==> config.mk <==
export PLATFORM = sky130hd
export DESIGN_NAME = fifo_wr_arbiter
export DESIGN_NICKNAME = d
export VERILOG_FILES = /design/src/rtl/fifo_wr_arbiter.sv
export SDC_FILE = /design/constraint.sdc
export NUM_CORES = 1
export LEC_CHECK = 0
export BUFFER_PORTS_ARGS = -buffer_cell sky130_fd_sc_hd__buf_2
export CAP_MARGIN = 10
export CORE_ASPECT_RATIO = 2
export CORE_MARGIN = 2
export CORE_UTILIZATION = 38
export DETAILED_ROUTE_END_ITERATION = 8
export PLACE_DENSITY = 0.81
export RECOVER_POWER = 50
export SLEW_MARGIN = 10
export SYNTH_ARGS = -nofsm -noshare
export SYNTH_HDL_FRONTEND = slang
export SYNTH_SLANG_ARGS = --single-unit
==> constraint.sdc <==
create_clock -name wclk -period 2.05 [get_ports wclk]
set_input_delay 0.205 -clock wclk [delete_from_list [all_inputs] [get_ports wclk]]
set_output_delay 0.205 -clock wclk [all_outputs]
set_load 0.03 [all_outputs]
==> src/rtl/fifo_wr_arbiter.sv <==
`timescale 1ns/1ps
// fifo_wr_arbiter: round-robin burst arbiter in front of an async FIFO write port.
// Each grant is preceded by one arbitration bubble. A burst ends on a transfer
// that carries req_last, or on the transfer that reaches MAX_BURST words.
// Optional per-requester grant statistics are enabled with FIFO_ARB_STATS_EN.
//
// state | meaning
// IDLE  | arbitration bubble, no transfers, picks next requester from rr_ptr
// BURST | granted requester streams words while !wfull

module fifo_wr_arbiter #(
  parameter int NREQ      = 4,
  parameter int DW        = 16,
  parameter int MAX_BURST = 8
) (
  input  logic                      wclk,
  input  logic                      wrst_n,
  input  logic [NREQ-1:0]           req_valid,
  input  logic [NREQ*DW-1:0]        req_data,
  input  logic [NREQ-1:0]           req_last,
  output logic [NREQ-1:0]           req_ready,
  input  logic                      wfull,
  output logic                      winc,
  output logic [DW-1:0]             wdata,
  output logic [$clog2(NREQ)-1:0]   grant_id,
  output logic                      busy,
  output logic [NREQ*16-1:0]        stat_grants
);

  localparam int GW = $clog2(NREQ);

  typedef enum logic {IDLE, BURST} state_t;

  state_t          state_q;
  logic [GW-1:0]   grant_q;
  logic [GW-1:0]   rr_ptr_q;
  logic [7:0]      cnt_q;
  logic [7:0]      cnt_d;
  logic            busy_q;

  logic            sel_found;
  logic [GW-1:0]   sel_idx;
  logic [GW-1:0]   cand;
  logic            xfer;
  logic            burst_done;
  logic [GW-1:0]   next_ptr;

  // First valid requester at or above rr_ptr, wrapping modulo NREQ
  always_comb begin
    sel_found = 1'b0;
    sel_idx   = '0;
    cand      = '0;
    for (int k = 0; k < NREQ; k++) begin
      cand = GW'((int'(rr_ptr_q) + k) % NREQ);
      if (!sel_found && req_valid[cand]) begin
        sel_found = 1'b1;
        sel_idx   = cand;
      end
    end
  end

  // Transfer qualification; wrst_n gating keeps winc/req_ready low during reset
  always_comb begin
    xfer       = busy_q && wrst_n && req_valid[grant_q] && !wfull;
    cnt_d      = cnt_q + 8'd1;
    burst_done = req_last[grant_q] || (cnt_d == 8'(MAX_BURST));
    next_ptr   = (grant_q == GW'(NREQ - 1)) ? '0 : grant_q + 1'b1;
  end

  // Ready goes only to the granted requester and follows !wfull
  always_comb begin
    req_ready = '0;
    if (busy_q && wrst_n) req_ready[grant_q] = !wfull;
  end

  assign winc     = xfer;
  assign wdata    = req_data[grant_q*DW +: DW];
  assign grant_id = grant_q;
  assign busy     = busy_q;

  // Arbitration FSM with registered grant and busy
  always_ff @(posedge wclk) begin
    if (!wrst_n) begin
      state_q  <= IDLE;
      grant_q  <= '0;
      rr_ptr_q <= '0;
      cnt_q    <= '0;
      busy_q   <= 1'b0;
    end else begin
      case (state_q)
        IDLE: begin
          if (sel_found) begin
            grant_q <= sel_idx;
            cnt_q   <= '0;
            busy_q  <= 1'b1;
            state_q <= BURST;
          end
        end
        BURST: begin
          if (xfer) begin
            cnt_q <= cnt_d;
            if (burst_done) begin
              rr_ptr_q <= next_ptr;
              busy_q   <= 1'b0;
              state_q  <= IDLE;
            end
          end
        end
        default: begin
          busy_q  <= 1'b0;
          state_q <= IDLE;
        end
      endcase
    end
  end

`ifdef FIFO_ARB_STATS_EN
  logic [15:0] stat_q [NREQ];
  logic        grant_evt;

  assign grant_evt = (state_q == IDLE) && sel_found;

  // Saturating count of IDLE->BURST grants per requester
  always_ff @(posedge wclk) begin
    if (!wrst_n) begin
      for (int i = 0; i < NREQ; i++) stat_q[i] <= '0;
    end else if (grant_evt && (stat_q[sel_idx] != 16'hFFFF)) begin
      stat_q[sel_idx] <= stat_q[sel_idx] + 16'd1;
    end
  end

  // Pack counters onto the flat statistics port
  always_comb begin
    stat_grants = '0;
    for (int i = 0; i < NREQ; i++) stat_grants[i*16 +: 16] = stat_q[i];
  end
`else
  assign stat_grants = '0;
`endif

endmodule
==> results of run 1 <==
[worst max-delay path: stages (launching register included)]
cell	delay, ps
dfxtp_2	370
buf_4	290
mux4_2	580
buf_2	200
[layer usage]
layer,vias to the layer above,track usage,part of all wire
met5,-,0,0
met4,0,0.0454,0.022
met3,15,0.0322,0.11
met2,136,0.363,0.55
met1,797,0.196,0.33
li1,790,-,-
[area by class of cell]
type	instances	area, um^2	share of cell area
clock buffer	4	55.1	0.0253
inverter	8	30.0	0.0138
multi-input combinational	170	1230	0.565
sequential	14	282	0.129
tap	55	68.8	0.0316
timing repair buffer	103	512	0.235
[kinds of logic after synthesis]
logic type      share of synthesized area
xor+xnor                          0.00479
flops                               0.153
simple gates                        0.139
compound gates                      0.139
mux                                 0.222
fa+ha+maj                          0.0410
buf+inv                             0.300
other cells                       0.00205
[flip-flops by register name, indices dropped and copies added, names as in the netlist]
register / count
busy: 1
cnt_q: 8
grant_id: 2
rr_ptr_q: 2
state_q: 1
[stage by stage]
stage               area (um^2)  hold slack (ps)  worst slack [ps]
detailed placement         2150              497               308
global placement           2150              494               333
finish                     2180              250               152
global route               2180              259              66.6
CTS                        2200              258               142
floorplan                  2070              323               101
[where the power goes]
group	internal, W	leakage [nW]	switching [W]
Sequential	0.000279	0.114	0.00000776
Combinational	0.000149	0.949	0.000345
Clock	0.000170	0.0288	0.000105
Total	0.000598	1.09	0.000458
[cells in the final DEF (no fill, tap or decap), types with 3 or more instances in the layout]
master    count
a21oi_1      12
and2_1        4
buf_2        91
clkbuf_1      7
clkbuf_2      3
clkbuf_8      4
conb_1       64
dfxtp_1      13
ha_1          6
inv_1         8
mux4_2       18
nand2_1       8
nand3_1       6
nor2_1       14
o21ai_0       3
[worst paths after layout]
kind | endpoint | slack, ps
setup / recovery | wdata[13] | 150
hold / removal | cnt_q[7] | 250
setup reg to reg | rr_ptr_q[0] | 280
hold reg to reg | busy | 500
==> impl_metrics.json, run 1 <==
{
  "setup_violations": 0,
  "worst_pin_slew_ps": 657,
  "yosysTopAreaCellShare": 0.263,
  "p_leak_nw": 1.09,
  "grtUsageTotal": 0.186,
  "outcome": "completed",
  "worst-setup-path-type": "flip-flop to output pin",
  "grt_overflow_total": 0,
  "crit_fanout": 14,
  "routed_wl_um": 5380,
  "yosys-top-cells-count": "buf_4 (64), mux4_2 (18), dfxtp_1 (14), nor2_1 (14), a21oi_1 (12)",
  "layout_min_cycle_time_ps": 1900,
  "vias": 1738,
  "instances_no_fill": 354,
  "hold_path_depth": 2,
  "synth_most_common_cell": "buf_4",
  "drt_iter0_drc": 50,
  "htree_num_levels": 1,
  "syn_area_um2": 1830,
  "synth_top_cell_by_area": "buf_4",
  "power_w": 0.00106,
  "hold_path.class": "input port to flip-flop",
  "post_cts_buffers": 0,
  "cts_buffers": 3,
  "cts_tree": "done",
  "netlist_top_cells_area": "buf_4 (26%), mux4_2 (22%), dfxtp_1 (15%)",
  "clock_sinks": 14,
  "start_kind": "flip-flop",
  "synth_cells": 200,
  "drv_cap": 0,
  "io_pins": 163,
  "fp.dieH_um": 102,
  "dp_cells": 350,
  "r2r_cells": 5,
  "powerDensity_nw_per_um2": 485,
  "dpl.hpwl_um": 4730,
  "worstPathRequired_ps": 1850,
  "finClkSkew_ps": 2.28,
  "hold_buffers": 0,
  "dieWidth_um": 53.1,
  "avgViaCountPerCell": 4.91,
  "hp-start": "wrst_n",
  "irDropWorstVdd_mv": 0.254,
  "grt_setup_unrepaired": "false",
  "clk_pin_slew_worst_paths_ps": 60,
  "clock_latency_ps": 250,
  "final_util": 0.470,
  "ys_warn_count": 0,
  "antenna_found_initial": 0,
  "slew_viol_final": 0,
  "cts-root-buf": "clkbuf_8",
  "max_slew_margin": 0.562,
  "synth_seq_area_share": 0.153,
  "rows": 35,
  "fmax_ghz": 0.527,
  "drive_above_1_share": 0.421,
  "r2r-start": "grant_id[0]",
  "finalHoldViolations": 0,
  "grt_pass1_wl_um": 7510,
  "gp_congestion": 0.830,
  "coreArea_um2": 4640,
  "synthArstFlopShare": 0,
  "post_cts_resize_count": 0,
  "n_antenna_cell": 0,
  "area_delta_synth_final_pct": 19.2,
  "fill_cells": 433,
  "initial_core_util": 0.394,
  "cp-startpoint": "grant_id[0]",
  "clk_path_buf_depth": 2,
  "min_period_over_period": 0.926,
  "synth_cell_types": 44,
  "drt_drc_violations_left": 0,
  "synth_flop_cell": "dfxtp_1",
  "dr.pass1.iters": 4,
  "finalNetCount": 381,
  "post_synth.cell_area_avg_um2": 9.15,
  "io_buffers": 98,
  "grt_pass1_vias": 1621,
  "cp.arrival_ps": 1690,
  "fin_tns_setup_ps": 0,
  "synth_edf_count": 0,
  "grt_max_degree": 16,
  "dieArea_um2": 5420,
  "avgRoutedWirePerCell_um": 15.2,
  "ys_ff_latch": 14,
  "drtAntennaViolNets": 0,
  "endpoint_kind": "output pin"
}
No activity file was read; power rests on OpenSTA's default activity.
==> inputs of run 2 (changes only) <==
==> constraint.sdc (replaced) <==
create_clock -name wclk -period 1.9 [get_ports wclk]
set_input_delay 0.19 -clock wclk [delete_from_list [all_inputs] [get_ports wclk]]
set_output_delay 0.19 -clock wclk [all_outputs]
set_load 0.03 [all_outputs]
==> impl_metrics.json, run 2 (synthesis gave the netlist of run 1 again) <==
{
  "mostFrequentLayoutCells": "buf_2 (93), conb_1 (64), mux4_2 (18)",
  "r2r-start": "grant_id[0]",
  "fmax_ghz": 0.551,
  "hp-start": "wrst_n",
  "final_util": 0.473,
  "io_pins": 163,
  "drv_cap": 0,
  "dieArea_um2": 5420,
  "clock_latency_ps": 260,
  "area_delta_synth_final_pct": 19.9,
  "cp-startpoint": "grant_id[0]",
  "start_kind": "flip-flop",
  "dpl.hpwl_um": 4510,
  "fin_tns_setup_ps": 0,
  "finalHoldViolations": 0,
  "crit_fanout": 10,
  "powerDensity_nw_per_um2": 502,
  "dp_cells": 352,
  "cts_tree": "done",
  "endpoint_kind": "output pin",
  "irDropWorstVdd_mv": 0.267,
  "gp_congestion": 0.935,
  "cts_buffers": 3,
  "worst-setup-path-type": "flip-flop to output pin",
  "vias": 1760,
  "finalNetCount": 383,
  "drive_above_1_share": 0.437,
  "post_cts_resize_count": 0,
  "grt_setup_unrepaired": "false",
  "grtUsageTotal": 0.179,
  "grt_overflow_total": 0,
  "initial_core_util": 0.394,
  "hold_path.class": "input port to flip-flop",
  "slew_viol_final": 0,
  "io_buffers": 98,
  "clk_pin_slew_worst_paths_ps": 60,
  "outcome": "completed",
  "fp.dieH_um": 102,
  "grt_max_degree": 13,
  "routed_wl_um": 5220,
  "cts-root-buf": "clkbuf_8",
  "n_antenna_cell": 0,
  "worstPathRequired_ps": 1710,
  "avgViaCountPerCell": 4.96,
  "clk_path_buf_depth": 2,
  "instances_no_fill": 355,
  "min_period_over_period": 0.954,
  "drt_drc_violations_left": 0,
  "p_leak_nw": 1.11,
  "top_register": "cnt_q",
  "rows": 35,
  "antenna_found_initial": 0,
  "hold_buffers": 0,
  "grt_pass1_vias": 1549,
  "largest_reg_flops": 8,
  "coreArea_um2": 4640,
  "final_common_cell": "buf_2",
  "grt_pass1_wl_um": 7050,
  "htree_num_levels": 1,
  "avgRoutedWirePerCell_um": 14.7,
  "drt_iter0_drc": 42,
  "fill_cells": 459,
  "setup_violations": 0,
  "dr.pass1.iters": 4,
  "dieWidth_um": 53.1,
  "layout_min_cycle_time_ps": 1810,
  "cp.arrival_ps": 1620,
  "finClkSkew_ps": 3.25,
  "post_cts_buffers": 0,
  "clock_sinks": 14,
  "drtAntennaViolNets": 0
}
## run 2: power by group
group | internal, W | total (W) | switching, W | leakage (nW)
clock | 0.000141 | 0.000254 | 0.000113 | 0.0216
sequential | 0.000301 | 0.000310 | 0.00000909 | 0.114
combinational | 0.000167 | 0.000538 | 0.000371 | 0.974
## run 2: through the flow
| step | area [um^2] | power [W] | hold slack, ps | setup WS (ps) |
|---|---|---|---|---|
| 5_1_grt | 2190 | 0.00114 | 340 | 29.0 |
| 2_1_floorplan | 2070 | 0.000802 | 308 | 55.1 |
| 4_1_cts | 2200 | 0.00111 | 328 | 15.6 |
| 6_report | 2190 | 0.00110 | 322 | 86.6 |
| 3_5_place_dp | 2160 | 0.000855 | 496 | 114 |
| 3_3_place_gp | 2160 | 0.000852 | 490 | 179 |
## run 2: final timing paths
check | cells after the start | end | slack [ps]
max | 3 | wdata[6] | 90
min | 3 | cnt_q[7] | 320
max reg2reg | 4 | busy | 150
min reg2reg | 2 | busy | 500
## run 2: final cells by class
class	count	area, um^2	area share
clock buffers	3	41.3	0.0188
flip-flops and latches	14	282	0.128
inverters	8	30.0	0.0137
multi-input cells	170	1230	0.561
repair buffers	105	541	0.246
well taps	55	68.8	0.0314
## run 2: routing by layer
metal,vias to the layer above,track usage,part of all wire
met1,814,0.180,0.32
met3,11,0.0322,0.12
met4,0,0.0789,0.021
met2,142,0.338,0.54
met5,-,0,0
li1,793,-,-
## run 2: worst max-delay path: stages, from the launching register on
cell     delay, ps
dfxtp_2        380
buf_4          210
mux4_2         560
buf_2          210
==> inputs of run 3 (changes only) <==
--- a/config.mk
+++ b/config.mk
@@ -9,10 +9,13 @@
 export CAP_MARGIN = 10
 export CORE_ASPECT_RATIO = 2
 export CORE_MARGIN = 2
-export CORE_UTILIZATION = 38
+export CORE_UTILIZATION = 39
+export CTS_BUF_LIST = sky130_fd_sc_hd__clkbuf_4 sky130_fd_sc_hd__clkbuf_8
 export DETAILED_ROUTE_END_ITERATION = 8
-export PLACE_DENSITY = 0.81
+export GPL_TIMING_DRIVEN = 0
+export PLACE_DENSITY = 0.83
 export RECOVER_POWER = 50
+export REMOVE_ABC_BUFFERS = 1
 export SLEW_MARGIN = 10
 export SYNTH_ARGS = -nofsm -noshare
 export SYNTH_HDL_FRONTEND = slang
==> impl_metrics.json, run 3 (synthesis gave the netlist of run 1 again) <==
{
  "io_pins": 163,
  "crit_fanout": 9,
  "grt_overflow_total": 0,
  "fp.dieH_um": 101,
  "clock_sinks": 14,
  "coreArea_um2": 4550,
  "worstPathRequired_ps": 2100,
  "slew_viol_final": 0,
  "drv_cap": 0,
  "dieWidth_um": 52.4,
  "clock_latency_ps": 260,
  "finalNetCount": 380,
  "irDropWorstVdd_mv": 0.275,
  "drt_iter0_drc": 22,
  "grt_max_degree": 24,
  "fmax_ghz": 0.549,
  "cp.arrival_ps": 2020,
  "layout_min_cycle_time_ps": 1820,
  "setup_violations": 0,
  "outcome": "completed",
  "grtUsageTotal": 0.173,
  "top_register": "cnt_q",
  "mostFrequentLayoutCells": "buf_2 (88), conb_1 (64), mux4_2 (18)",
  "final_util": 0.488,
  "dieArea_um2": 5290,
  "n_antenna_cell": 0,
  "gp_congestion": 0.885,
  "cts-root-buf": "clkbuf_8",
  "cts_tree": "done",
  "powerDensity_nw_per_um2": 514,
  "rows": 35,
  "endpoint_kind": "flip-flop",
  "clk_path_buf_depth": 2,
  "largest_reg_flops": 8,
  "power_w": 0.00114,
  "vias": 1730,
  "routed_wl_um": 4710,
  "antenna_found_initial": 0,
  "final_common_cell": "buf_2",
  "dpl.hpwl_um": 3980,
  "finalHoldViolations": 0,
  "avgViaCountPerCell": 4.90,
  "multi_input_area_um2": 1250,
  "grt_pass1_wl_um": 6910,
  "drt_drc_violations_left": 0,
  "start_kind": "flip-flop",
  "max_slew_margin": 0.659,
  "min_period_over_period": 0.959,
  "area_delta_synth_final_pct": 21.4,
  "fill_cells": 441,
  "seq_area_um2": 288,
  "drtAntennaViolNets": 0,
  "cts_buffers": 3,
  "io_buffers": 98,
  "hold_path.class": "input port to flip-flop",
  "htree_num_levels": 1,
  "drive_above_1_share": 0.426,
  "avgRoutedWirePerCell_um": 13.3,
  "initial_core_util": 0.402,
  "worst-setup-path-type": "flip-flop to flip-flop",
  "finClkSkew_ps": 1.67,
  "clk_pin_slew_worst_paths_ps": 60,
  "worst_pin_slew_ps": 512,
  "p_leak_nw": 1.09,
  "dr.pass1.iters": 4,
  "grt_pass1_vias": 1647
}
-- run 3: changes by cell type in the layout (fill, tap and decap cells not counted), sizes merged --
cell	previous run	this run
buf	99	92
clkbuf	9	14
-- run 3: where the power goes --
group	internal [W]	switching [W]	leakage, nW	total [W]
sequential	0.000299	0.0000155	0.115	0.000315
clock	0.000184	0.000117	0.0288	0.000301
combinational	0.000164	0.000361	0.948	0.000526
-- run 3: timing repair --
action | in CTS | in global routing
buffers inserted | 4 | 0
hold buffers | 0 | 0
setup endpoints to repair | 33 | 1
resized for setup | 4 | 2
-- run 3: critical path: stages, from the launching register on --
cell,delay [ps]
dfxtp_4,380
buf_12,150
mux4_2,580
o31a_2,400
nand2_2,90
o211a_1,150
-- run 3: path summary, 6_finish.rpt --
kind,start,slack (ps),depth (start not counted),end
worst max-delay path,grant_id[0],80,5,state_q
worst min-delay path,wrst_n,230,2,cnt_q[7]
worst max register to register,grant_id[0],80,5,state_q
worst min register to register,cnt_q[1],520,2,cnt_q[1]
-- run 3: layout make-up --
| cell class | instances | area share |
|---|---|---|
| clock buffer | 4 | 0.0248 |
| inverter | 8 | 0.0135 |
| multi-input combinational | 170 | 0.565 |
| sequential | 14 | 0.130 |
| tap | 55 | 0.0310 |
| timing repair buffer | 102 | 0.237 |
-- run 3: routing by layer --
metal / wire (um) / GRT usage / vias up
li1: - / - / 789
met1: 1460 / 0.168 / 785
met2: 2520 / 0.335 / 144
met3: 633 / 0.0282 / 12
met4: 95 / 0.0789 / 0
met5: 0 / 0 / -
-- run 3: through the flow --
stage / area [um^2] / hold slack (ps) / std cells / TNS, ps / worst slack, ps
final: 2220 / 225 / 353 / 0 / 77.4
after global routing: 2220 / 244 / 353 / -15.0 / -15.0
after CTS: 2220 / 230 / 353 / 0 / 70.1
after detailed placement: 2110 / 499 / 345 / -4050 / -522
after global placement: 2110 / 497 / 345 / -16120 / -910
after floorplan: 1550 / 308 / 192 / -12870 / -774
